File: config.mk
export PLATFORM = sky130hd
export DESIGN_NAME = uart_tx
export DESIGN_NICKNAME = d
export VERILOG_FILES = /design/src/rtl/uart_tx_pkg.sv /design/src/rtl/uart_baud_tick.sv /design/src/rtl/uart_tx.sv
export SDC_FILE = /design/constraint.sdc
export NUM_CORES = 1
export LEC_CHECK = 0
export CAP_MARGIN = 20
export CORE_MARGIN = 3
export CORE_UTILIZATION = 30
export CTS_CLUSTER_SIZE = 20
export DETAILED_ROUTE_END_ITERATION = 7
export PLACE_DENSITY = 0.56
export SYNTH_ARGS = -nofsm -noshare
export SYNTH_HDL_FRONTEND = slang
export SYNTH_SLANG_ARGS = --single-unit
File: constraint.sdc
create_clock -name clk -period 4.72 [get_ports clk]
set_input_delay 1.416 -clock clk [delete_from_list [all_inputs] [get_ports clk]]
set_output_delay 1.416 -clock clk [all_outputs]
set_load 0.02 [all_outputs]
File: src/rtl/uart_tx_pkg.sv
// Shared UART definitions: baud divisors for a 50 MHz clock, parity modes,
// transmitter state encoding and the parity helper.
package uart_tx_pkg;

  localparam int unsigned DATA_W  = 8;

  localparam int unsigned B115200 = 434;
  localparam int unsigned B57600  = 868;
  localparam int unsigned B38400  = 1302;
  localparam int unsigned B19200  = 2604;
  localparam int unsigned B9600   = 5208;
  localparam int unsigned B4800   = 10417;
  localparam int unsigned B2400   = 20833;
  localparam int unsigned B1200   = 41667;
  localparam int unsigned B300    = 166667;

  localparam int unsigned PAR_NONE = 0;
  localparam int unsigned PAR_EVEN = 1;
  localparam int unsigned PAR_ODD  = 2;

  typedef enum logic [2:0] {
    ST_IDLE   = 3'd0,
    ST_START  = 3'd1,
    ST_DATA   = 3'd2,
    ST_PARITY = 3'd3,
    ST_STOP   = 3'd4
  } tx_state_e;

  // Line value of the parity bit: even parity makes the total count of ones even.
  function automatic logic parity_bit(input logic [DATA_W-1:0] b, input int unsigned mode);
    return (mode == PAR_ODD) ? ~^b : ^b;
  endfunction

endpackage

File: src/rtl/uart_baud_tick.sv
// Bit-period timer: counts 0..BAUD-1 while enabled, held at zero otherwise,
// and flags the last cycle of every bit period.
module uart_baud_tick #(
  parameter int unsigned BAUD = 434
) (
  input  logic clk,
  input  logic rst,
  input  logic en,
  output logic tick
);

  localparam int unsigned CNT_W = (BAUD < 2) ? 1 : $clog2(BAUD);
  localparam logic [CNT_W-1:0] CNT_LAST = CNT_W'(BAUD - 1);

  if (BAUD < 2) begin : g_bad_baud
    $error("uart_baud_tick: BAUD must be at least 2");
  end

  logic [CNT_W-1:0] cnt_q;

  always_ff @(posedge clk) begin
    if (rst || !en) begin
      cnt_q <= '0;
    end else if (cnt_q == CNT_LAST) begin
      cnt_q <= '0;
    end else begin
      cnt_q <= cnt_q + CNT_W'(1);
    end
  end

  assign tick = en && (cnt_q == CNT_LAST);

endmodule

File: src/rtl/uart_tx.sv
// 8-bit asynchronous serial transmitter, LSB first, optional parity and
// one or two stop bits; tx comes straight from a flop and idles high.
module uart_tx
  import uart_tx_pkg::*;
#(
  parameter int unsigned BAUD      = B115200,
  parameter int unsigned PARITY    = PAR_NONE,
  parameter int unsigned STOP_BITS = 1
) (
  input  logic              clk,
  input  logic              rst,
  input  logic              start,
  input  logic [DATA_W-1:0] data,
  output logic              ready,
  output logic              busy,
  output logic              tx
);

  localparam bit   HAS_PAR   = (PARITY != PAR_NONE);
  localparam logic STOP_LAST = 1'(STOP_BITS - 1);

  if (STOP_BITS != 1 && STOP_BITS != 2) begin : g_bad_stop
    $error("uart_tx: STOP_BITS must be 1 or 2");
  end
  if (PARITY > PAR_ODD) begin : g_bad_parity
    $error("uart_tx: PARITY must be 0, 1 or 2");
  end

  tx_state_e         state_q;
  logic [DATA_W-1:0] shift_q;
  logic              par_q;
  logic [2:0]        idx_q;
  logic              stop_q;
  logic              tx_q;
  logic              ready_q;
  logic              busy_q;
  logic              tick;

  uart_baud_tick #(
    .BAUD (BAUD)
  ) u_baud (
    .clk  (clk),
    .rst  (rst),
    .en   (state_q != ST_IDLE),
    .tick (tick)
  );

  // tx is loaded on each transition with the value of the bit being entered.
  always_ff @(posedge clk) begin
    if (rst) begin
      state_q <= ST_IDLE;
      shift_q <= '0;
      par_q   <= 1'b0;
      idx_q   <= '0;
      stop_q  <= 1'b0;
      tx_q    <= 1'b1;
      ready_q <= 1'b1;
      busy_q  <= 1'b0;
    end else begin
      case (state_q)
        ST_IDLE: begin
          if (start) begin
            state_q <= ST_START;
            shift_q <= data;
            par_q   <= parity_bit(data, PARITY);
            idx_q   <= '0;
            stop_q  <= 1'b0;
            tx_q    <= 1'b0;
            ready_q <= 1'b0;
            busy_q  <= 1'b1;
          end
        end
        ST_START: begin
          if (tick) begin
            state_q <= ST_DATA;
            idx_q   <= '0;
            tx_q    <= shift_q[0];
          end
        end
        ST_DATA: begin
          if (tick) begin
            shift_q <= {1'b0, shift_q[DATA_W-1:1]};
            idx_q   <= idx_q + 3'd1;
            if (idx_q == 3'd7) begin
              if (HAS_PAR) begin
                state_q <= ST_PARITY;
                tx_q    <= par_q;
              end else begin
                state_q <= ST_STOP;
                tx_q    <= 1'b1;
              end
            end else begin
              tx_q <= shift_q[1];
            end
          end
        end
        ST_PARITY: begin
          if (tick) begin
            state_q <= ST_STOP;
            tx_q    <= 1'b1;
          end
        end
        ST_STOP: begin
          if (tick) begin
            if (stop_q == STOP_LAST) begin
              state_q <= ST_IDLE;
              stop_q  <= 1'b0;
              ready_q <= 1'b1;
              busy_q  <= 1'b0;
            end else begin
              stop_q <= stop_q + 1'b1;
            end
          end
        end
        default: begin
          state_q <= ST_IDLE;
          tx_q    <= 1'b1;
          ready_q <= 1'b1;
          busy_q  <= 1'b0;
        end
      endcase
    end
  end

  assign tx    = tx_q;
  assign ready = ready_q;
  assign busy  = busy_q;

endmodule

* After elaboration in Yosys (flattened, before gate mapping)
Cells that the tools add are included.
** Word-level totals
- Memories :: 0
- Bits in read-only memories :: 0
- Bits in latches :: 0
- RAM bits :: 0
- Output and inout port bits :: 3
- Register bits after elaboration :: 27
** Cells by class
- Mux-type cells :: 31
- Reduce and logical (&&, ||, !) cells :: 16
- Divide/modulo/power cells :: 0
- $mul :: 0
- Add/subtract/negate cells :: 3
- Bitwise logic cells :: 2
- Shifts and indexed selects :: 0
- $lt $le $gt $ge :: 0
- Equality and inequality tests :: 13
** Operators with widths (number)
- 3-bit 2-to-1 mux :: 10
- 8-bit 2-to-1 mux :: 2
- 8-bit case mux with 2 select lines :: 1
- 3-bit case mux with 5 select lines :: 1
- 2-bit inequality test, second input constant :: 7
- 1-bit 2-to-1 mux :: 12
- 9-bit by 1-bit adder with 9-bit output, second input constant :: 1
- 9-bit equality test, second input constant :: 1
- 3-bit case mux with 3 select lines :: 1
- 4-bit AND reduction :: 2
- 7-bit AND reduction :: 1
- 3-bit by 2-bit equality test with 1-bit output, second input constant :: 2
- 3-bit equality test, second input constant :: 2
- 1-bit case mux with 3 select lines :: 2
- 3-bit AND reduction :: 2
- 3-bit nonzero test :: 2
- 1-bit case mux with 5 select lines :: 1
- 5-bit AND reduction :: 1
- 2-bit nonzero test :: 2
- 3-bit by 1-bit adder with 3-bit output, second input constant :: 1
- 3-bit by 1-bit equality test with 1-bit output, second input constant :: 1
- 3-bit logical NOT :: 1
- 3-bit OR reduction :: 1
- 1-bit NOT :: 2
- other kinds (6) :: 6

* Longest topological paths before layout
- Depth after elaboration :: 4
- Gate-level depth with buffers :: 8
- Depth with buffers taken out :: 6

* By module
A second synthesis with hierarchy kept.
** Second synthesis, totals
- Cells, all modules :: 143
- Area total of the unflattened synthesis :: 1267.5 um^2
** By module, submodules not included
- uart_tx :: sequential area each 340.3 um^2, area each 845.8 um^2, cells each 96, times used 1
- uart_baud_tick :: sequential area each 180.2 um^2, area each 421.7 um^2, cells each 47, times used 1

* Worst setup path after synthesis
Ideal clock, no wire load.
- Path kind :: input to register
- Start point :: in start
- End point :: reg shift_q[0]
- Buffers on the path :: 2
- Slack :: 2207 ps
- Stages on the path :: 4
- Arrival :: 2422 ps
- Library setup time :: 91 ps
- Cell sequence :: or4b_1 > buf_2 > clkbuf_1 > a311oi_1
** On the way
- Word-level cells in the longest chain between the ends :: 2
** Ends and longest elaborated chain
- from (decl) :: RTL line uart_tx.sv:12 : input logic start,
- 2-bit inequality test (no line)
- 3-bit AND reduction (no line)
- to (signal assigned) :: RTL line uart_tx.sv:64 : shift_q <= data;
- to (signal assigned) :: RTL line uart_tx.sv:82 : shift_q <= {1'b0, shift_q[DATA_W-1:1]};
- to (decl) :: RTL line uart_tx.sv:30 : logic [DATA_W-1:0] shift_q;
Every way passes these cells.
A chain may end at the register's enable or synchronous reset.

* Worst setup path after layout
- Start point :: in start
- End point :: reg shift_q[1]
The elaborated chain is that of the path after synthesis.

==> impl_metrics.tcl <==
set metrics [dict create \
    outcome "complete, no violations" \
    ir_drop_v 0.0000940 \
    io_pins 14 \
    ys_types 40 \
    yosys.area.top_type "dfxtp_1" \
    ctsHtreeMaxLevel 1 \
    worst_setup_path_start_kind "input pin" \
    clkTransAtPathRegs_ns 0.09 \
    fin_area_um2 1540 \
    synth_top_cell_area_share 0.384 \
    max_freq_mhz 329 \
    rr_worst_depth 4 \
    place.gp.congestion 0.783 \
    post_cts_resized 0 \
    swShare 0.275 \
    clock_path_buffers 2 \
    async_flop_share 0 \
    synth_most_common_cell "dfxtp_1" \
    avgSynthCellArea_um2 9.03 \
    cap_violations 0 \
    hold_path.startpoint "idx_q[1]" \
    leakagePower_nw 0.550 \
    synthTopCellsByArea "dfxtp_1 (38%), a311oi_1 (4.5%), nor2_1 (4.2%)" \
    crit_path_end_kind "register" \
    antenna_found_initial 0 \
    die_y_um 73.2 \
    synth_edf_count 0 \
    netlist_area_um2 1350 \
    antenna_left 0 \
    place_hpwl_um 1960 \
    grt_pass1_vias 1043 \
    hold_violations 0 \
    initial_utilization 0.324 \
    place_worst_setup_slack_ns 1.40 \
    die_area_um2 5350 \
    pwr-share-clk 0.298 \
    grt_usage 0.111 \
    synth-warning-count 0 \
    r2r-start "state_q[1]" \
    maxSlewViolCount 0 \
    power_density_nw_per_um2 316 \
    hold_depth 2 \
    crit_type "in2reg" \
    placed_area_um2 1480 \
    synth_ff_type "dfxtp_1" \
    rows 23 \
    wl_per_cell_um 13.5 \
    portBuffers 13 \
    synthCells 150 \
    timing.final.crit_share 0.644 \
    cp_data_arrival_time_ns 3.16 \
    comb_power_share 0.185 \
    worst_pin_slew_ns 0.704 \
    firstDrtPassIters 4 \
    setup_ws_ns 1.68 \
    grt_pass1_wl_um 4750 \
    netlist_top_cells_count "dfxtp_1 (26), nor2_1 (15), inv_1 (13)" \
    power.switching_mw 0.134 \
    fill_cells 430 \
    worstPathMaxFanout 18 \
    via_count 1071 \
    area_growth_pct 13.5 \
    yosysSeqAreaShare 0.384 \
    min_path_type "reg2reg" \
    clock_skew_ns 0.00179 \
    syn_nets 165 \
    cts-root-buf "clkbuf_8" \
    drc 0 \
    crit_required_ns 4.85 \
    grt_setup_unrepaired "false" \
    nets 171 \
    antenna_cells 0 \
    setup_viol 0 \
    hold_path_end "idx_q[1]" \
    fin_hold_ws_ns 0.482 \
    tritoncts "done" \
    reg2reg_slack_ns 2.26 \
    grt_max_degree 20 \
    max_slew_margin 0.529 \
    ctsHoldBuffers 0 \
    drt_iter0_drc 52 \
    clock_sinks 26 \
    drive_gt1_frac 0.0581 \
    wl_um 2770 \
    r2r_end "shift_q[1]" \
    fin_util 0.368 \
    period_needed_ns 3.04 \
    grt_overflow 0 \
    post-cts-setup-buffer-count 0 \
    clkLatencyLatePin_ns 0.27 \
    viasPerCell 5.22 \
    pwr-share-seq 0.517 \
    p_int_mw 0.352 \
    fin_setup_tns_ns 0 \
    cts_inserted_buffers 3 \
    core_area_um2 4170 \
    die_w_um 73.2 \
    ys_ff_latch 26 \
]
==> final cells by class <==
| type | count | area [um^2] | share of cell area |
|---|---|---|---|
| Inverter | 13 | 48.8 | 0.0318 |
| Sequential cell | 26 | 520 | 0.339 |
| Clock buffer | 4 | 55.1 | 0.0358 |
| Timing Repair Buffer | 13 | 130 | 0.0847 |
| Tap cell | 50 | 62.6 | 0.0407 |
| Multi-Input combinational cell | 99 | 719 | 0.468 |
==> worst max-delay path: stages <==
cell	delay [ns]
clkdlybuf4s50_1	0.49
or4b_1	0.76
a221oi_1	0.40
a311oi_1	0.09
==> logic make-up (layout without fill, tap and decap cells) <==
group,count (synthesis),count (layout),share of synthesized area
adders and majority gates,4,4,0.0370
and+or+nand+nor,54,54,0.232
buffers and inverters,25,30,0.0841
AOI/OAI and AO/OA,29,29,0.181
DFF,26,26,0.384
xor gates and xnor gates,8,8,0.0518
muxes,4,4,0.0296
==> power by group through the flow <==
stage          combinational [mW]  sequential, mW  clock (mW)
2_1_floorplan              0.0660           0.253           0
3_3_place_gp               0.0869           0.255           0
3_5_place_dp               0.0893           0.256           0
4_1_cts                    0.0900           0.251       0.150
5_1_grt                    0.0986           0.254       0.161
6_report                   0.0898           0.251       0.145
==> metrics by stage <==
step	cells	total power, mW
finish	205	0.486
global route	205	0.513
CTS	205	0.491
detailed placement	201	0.345
global placement	201	0.342
floorplan	150	0.319
==> flip-flops by register name (all words and copies together) (netlist names) <==
register	cells
ready	1
u_baud.cnt_q	9
tx	1
busy	1
idx_q	3
state_q	3
shift_q	8
==> worst max path at each step <==
stage	from	to	slack [ns]	depth (start not counted)
global placement	start	shift_q[4]	1.49	4
detailed placement	start	shift_q[1]	1.40	4
CTS	start	shift_q[1]	1.69	4
global route	start	shift_q[1]	1.61	4
floorplan	start	shift_q[0]	2.21	4
finish	start	shift_q[1]	1.68	4
==> cell usage in the layout (no fill, tap or decap), drive strengths merged, types with 4 or more instances in the layout <==
| master | n |
|---|---|
| a221oi | 8 |
| clkdlybuf4s50 | 13 |
| clkbuf | 4 |
| and2b | 6 |
| dfxtp | 26 |
| inv | 13 |
| nand3 | 5 |
| nand2 | 9 |
| ha | 4 |
| mux2i | 4 |
| o21ai | 4 |
| xnor2 | 5 |
| nor2 | 15 |
| a311oi | 7 |
==> metal layers <==
metal | wire length, um | track usage | up-vias
met5 | 0 | 0 | -
met4 | 10 | 0.0307 | 0
met3 | 111 | 0.0248 | 2
met2 | 1290 | 0.178 | 16
met1 | 1360 | 0.148 | 502
li1 | - | - | 551
No activity file was read; power rests on OpenSTA's default activity.
